$ cat config.mk
export PLATFORM = sky130hd
export DESIGN_NAME = mix_decimator
export DESIGN_NICKNAME = d
export VERILOG_FILES = /design/src/rtl/mix_decimator.sv
export SDC_FILE = /design/constraint.sdc
export NUM_CORES = 1
export LEC_CHECK = 0
export BUFFER_PORTS_ARGS = -buffer_cell sky130_fd_sc_hd__buf_4
export CAP_MARGIN = 10
export CORE_MARGIN = 2
export CORE_UTILIZATION = 57
export DETAILED_ROUTE_END_ITERATION = 6
export PLACE_DENSITY = 0.81
export SYNTH_ARGS = -nofsm -noshare
export SYNTH_HDL_FRONTEND = slang
export SYNTH_SLANG_ARGS = --single-unit
$ cat constraint.sdc
create_clock -name s00_axis_aclk -period 3.9 [get_ports s00_axis_aclk]
set_clock_uncertainty 0.15 [all_clocks]
set_input_delay 0.78 -clock s00_axis_aclk [delete_from_list [all_inputs] [get_ports s00_axis_aclk]]
set_output_delay 0.78 -clock s00_axis_aclk [all_outputs]
set_load 0.02 [all_outputs]
$ cat src/rtl/mix_decimator.sv
// Decimating boxcar filter for a signed 32-bit mixer product stream.
// Sums DECIM beats (or fewer when tlast cuts a window short) and emits the sum shifted right by LOG2_DECIM.
module mix_decimator #(
    parameter int C_S00_AXIS_TDATA_WIDTH = 32,
    parameter int C_M00_AXIS_TDATA_WIDTH = 32,
    parameter int LOG2_DECIM             = 4
) (
    input  logic                                s00_axis_aclk,
    input  logic                                s00_axis_aresetn,
    input  logic                                s00_axis_tvalid,
    input  logic [C_S00_AXIS_TDATA_WIDTH-1:0]   s00_axis_tdata,
    input  logic                                s00_axis_tlast,
    input  logic [C_S00_AXIS_TDATA_WIDTH/8-1:0] s00_axis_tstrb,
    output logic                                s00_axis_tready,
    input  logic                                m00_axis_tready,
    output logic                                m00_axis_tvalid,
    output logic [C_M00_AXIS_TDATA_WIDTH-1:0]   m00_axis_tdata,
    output logic                                m00_axis_tlast,
    output logic [C_M00_AXIS_TDATA_WIDTH/8-1:0] m00_axis_tstrb
);

    localparam int ACC_W = C_S00_AXIS_TDATA_WIDTH + LOG2_DECIM;

    if (C_S00_AXIS_TDATA_WIDTH != 32 || C_M00_AXIS_TDATA_WIDTH != 32) begin : g_badWidth
        $error("mix_decimator: only 32-bit stream widths are supported");
    end
    if (LOG2_DECIM < 1 || LOG2_DECIM > 8) begin : g_badDecim
        $error("mix_decimator: LOG2_DECIM must be in 1..8");
    end

    logic signed [ACC_W-1:0]                  r_acc;
    logic        [LOG2_DECIM-1:0]             r_count;
    logic                                     r_mValid;
    logic                                     r_mLast;
    logic        [C_M00_AXIS_TDATA_WIDTH-1:0] r_mData;

    logic signed [ACC_W-1:0] w_ext;
    logic signed [ACC_W-1:0] w_sum;
    logic                    w_sReady;
    logic                    w_accept;
    logic                    w_close;
    logic                    w_unused;

    // Guard bits in the accumulator make a full window of full-scale samples fit without overflow.
    assign w_ext    = {{LOG2_DECIM{s00_axis_tdata[C_S00_AXIS_TDATA_WIDTH-1]}}, s00_axis_tdata};
    assign w_sum    = r_acc + w_ext;
    assign w_sReady = !r_mValid || m00_axis_tready;
    assign w_accept = s00_axis_tvalid && w_sReady;
    assign w_close  = w_accept && (s00_axis_tlast || (&r_count));
    assign w_unused = ^{s00_axis_tstrb, w_sum[LOG2_DECIM-1:0]};

    always_ff @(posedge s00_axis_aclk or negedge s00_axis_aresetn) begin
        if (!s00_axis_aresetn) begin
            r_acc    <= '0;
            r_count  <= '0;
            r_mValid <= 1'b0;
            r_mLast  <= 1'b0;
            r_mData  <= '0;
        end else begin
            if (w_close) begin
                // Taking the upper slice is an arithmetic shift with floor rounding.
                r_mData  <= w_sum[LOG2_DECIM +: C_M00_AXIS_TDATA_WIDTH];
                r_mValid <= 1'b1;
                r_mLast  <= s00_axis_tlast;
                r_acc    <= '0;
                r_count  <= '0;
            end else begin
                if (w_accept) begin
                    r_acc   <= w_sum;
                    r_count <= r_count + 1'b1;
                end
                if (r_mValid && m00_axis_tready) begin
                    r_mValid <= 1'b0;
                end
            end
        end
    end

    assign s00_axis_tready = w_sReady;
    assign m00_axis_tvalid = r_mValid;
    assign m00_axis_tdata  = r_mData;
    assign m00_axis_tlast  = r_mLast;
    assign m00_axis_tstrb  = '1;

endmodule

==> metrics.cfg <==
[cts]
ctsResizeCount=0
htree_num_levels=3
numCtsBuffers=9
clk_path_buf_depth=2
cts_sinks=74
hold_buffers=0
cts_root_buf=clkbuf_8
post-cts-setup-buffers=0
cts_tree=yes
path_clk_slew_ns=0.08
clock_latency_ns=0.36

[worst_setup_path]
crit_fanout=5
cp-start-kind=input port
cp.arrival_ns=3.52
endpoint_kind=flop
crit_required_ns=4.00
path_class=input port to flop

[sta]
min_period_ns=3.42
hold_violations=0
fmax_mhz=292
tns_ns=0
drv_slew=0
finalSetupViolCount=0
slew_headroom=0.374
timing.hold.ws_ns=0.335
min_period_over_period=0.877
worstMarginPinSlew_ns=0.939
rsz0062_at_grt=false

[floorplanning]
start_util=0.597
core_area_um2=7810
placementRows=32
die_area_um2=8910
chipHeight_um=94.4
die_x_um=94.4
ios=80

[synthesis]
synth_flop_cell=dfrtp_1
yosysWarnings=0
synth_cell_types=55
ys_seq_area_frac=0.398
synth_area_leader_cell=dfrtp_1
syn_inst=496
synth.cell_area_um2=4660
synth_top_area_share=0.398
avgSynthCellArea_um2=9.39
ys_ff_latch=74
synth_area_leaders=dfrtp_1 40%, ha_1 9.7%, nand2_1 5.7%, o21ai_0 4.5%, a21oi_1 4.2%
synth-edff-count=0
synth-async-reset-ratio=1.00

[layout]
syn_to_final_growth_pct=16.9
drive_gt1_frac=0.206
num-nets-final=642
finalInstanceArea_um2=5450
antenna_cells=0

[placed_design]
post-dp-hpwl_um=8290
post_dp_cell_area_um2=5280
place_congestion=0.935
port_buffers=71

[route]
drcViolationCount=0
via_count=4069
wire_per_inst_um=17.0
drt_iter0_markers=229
vias_per_cell=6.06
routed_wl_um=11400
antenna_left=0
dr.pass1.iters=5

[grt]
antenna_found_initial=0
grt_pass1_vias=3917
grt-ovfl-total=0
grt_usage=0.271
grt_max_degree=75
grt_pass1_wl_um=18700

[power_and_ir_drop]
cellPowerDensity_nw_per_um2=782
finalPower_mw=4.26
vdd_drop_max_v=0.000437
power_leakage_nw=2.70

[outcome]
status=finished, final reports clean

[worst_hold_path]
min-delay-path-class=flop to flop

[job]
cap_viol_max_count=0

-- area by class of cell --
class,count,area (µm²)
Fill cell,623,2360
Multi-Input combinational cell,392,2680
Sequential cell,74,1850
Clock inverter,7,46.3
Clock buffer,9,124
Inverter,9,33.8
Timing Repair Buffer,78,586
Tap cell,102,128
-- sequential cells by signal, indices dropped and copies added, names as in the netlist --
register         count
m00_axis_tvalid      1
r_count              4
m00_axis_tlast       1
r_acc               36
m00_axis_tdata      32
-- cells by family after synthesis --
logic type,after synthesis,synth area share
compound gates,160,0.231
simple gates,149,0.151
flops,74,0.398
fa+ha+maj,37,0.101
buf+inv,33,0.0301
xor+xnor,30,0.0594
mux,12,0.0295
other cells,1,0.000805
-- worst paths after layout --
| check | end | startpoint | slack (ns) | cells after the start |
|---|---|---|---|---|
| worst min register to register | m00_axis_tdata[12]$_DFFE_PN0P_ | m00_axis_tdata[12]$_DFFE_PN0P_ | 0.33 | 2 |
| worst min-delay path | m00_axis_tdata[12]$_DFFE_PN0P_ | m00_axis_tdata[12]$_DFFE_PN0P_ | 0.33 | 2 |
| worst max-delay path | r_acc[32]$_DFFE_PN0P_ | s00_axis_tdata[0] | 0.48 | 12 |
| min in group asynchronous | r_count[0]$_DFFE_PN0P_ | s00_axis_aresetn | 0.39 | 1 |
| max in group asynchronous | m00_axis_tdata[12]$_DFFE_PN0P_ | s00_axis_aresetn | 2.58 | 1 |
| worst max register to register | r_acc[32]$_DFFE_PN0P_ | r_acc[0]$_DFFE_PN0P_ | 0.62 | 11 |
-- power breakdown --
group          total [mW]  internal, mW  switching, mW
Sequential           1.29          1.10          0.199
Combinational        2.43          1.06           1.37
Clock               0.535         0.229          0.305
Total                4.26          2.39           1.87
-- critical path, cell delays in order --
cell      delay, ns
buf_4          0.08
ha_1           0.19
inv_1          0.07
fa_1           0.44
nand2b_1       0.20
a21oi_1        0.24
o211ai_1       0.17
a21oi_1        0.40
o21ai_2        0.18
a211oi_1       0.34
o21ai_0        0.16
a32o_1         0.27
-- stage by stage --
step / utilization / instances / worst slack, ns
finish: 0.698 / 671 / 0.480
global route: 0.698 / 671 / 0.381
CTS: 0.698 / 671 / 0.593
detailed placement: 0.676 / 655 / 0.246
global placement: 0.676 / 655 / 0.262
floorplan: - / 499 / 0.534
-- routing by layer --
layer,GRT usage,routed length (µm),up-vias,part of all wire
li1,-,-,1937,-
met3,0.0455,602,19,0.053
met5,0,0,-,0
met1,0.377,5240,1984,0.46
met4,0.0978,226,0,0.020
met2,0.431,5320,129,0.47
-- cell usage after synthesis (all sizes together) (2+ instances only) --
| library cell | n |
|---|---|
| a31o | 4 |
| nor2 | 20 |
| or3 | 10 |
| nand2 | 71 |
| nand3 | 9 |
| a22o | 17 |
| inv | 9 |
| a32o | 5 |
| a21boi | 3 |
| o211ai | 3 |
| a211oi | 6 |
| a21oi | 40 |
| o21ai | 45 |
| xnor2 | 18 |
| a31oi | 4 |
| nand4 | 5 |
| o21bai | 5 |
| clkbuf | 18 |
| o31ai | 5 |
| nor2b | 3 |
| xor2 | 11 |
| nand2b | 5 |
| and3 | 10 |
| buf | 6 |
| dfrtp | 74 |
| nor3b | 2 |
| ha | 36 |
| and2 | 5 |
| nor3 | 4 |
| a2111oi | 2 |
| mux2 | 11 |
| a21o | 15 |
| o41ai | 2 |
-- layout by cell type (no fill, tap or decap), types with 4 or more instances in the layout --
master,netlist,routed
ha_1,36,36
or3_1,9,9
xor2_1,11,11
nand2_1,71,71
clkinv_2,0,4
a21o_1,15,15
o21ai_0,42,42
and3_1,9,9
o31ai_1,5,5
inv_1,9,9
nand4_1,5,5
nand2b_1,5,5
clkbuf_8,0,9
a211oi_1,6,6
a21oi_1,39,39
xnor2_1,18,18
buf_4,4,78
conb_1,1,4
a32o_1,5,5
a31oi_1,4,4
a22o_1,17,17
a31o_2,4,4
o21bai_1,5,5
mux2_2,10,10
nor2_1,20,20
nor3_1,4,4
and2_1,5,5
dfrtp_1,74,74
nand3_1,9,9
(Power assumes the default switching activity.)
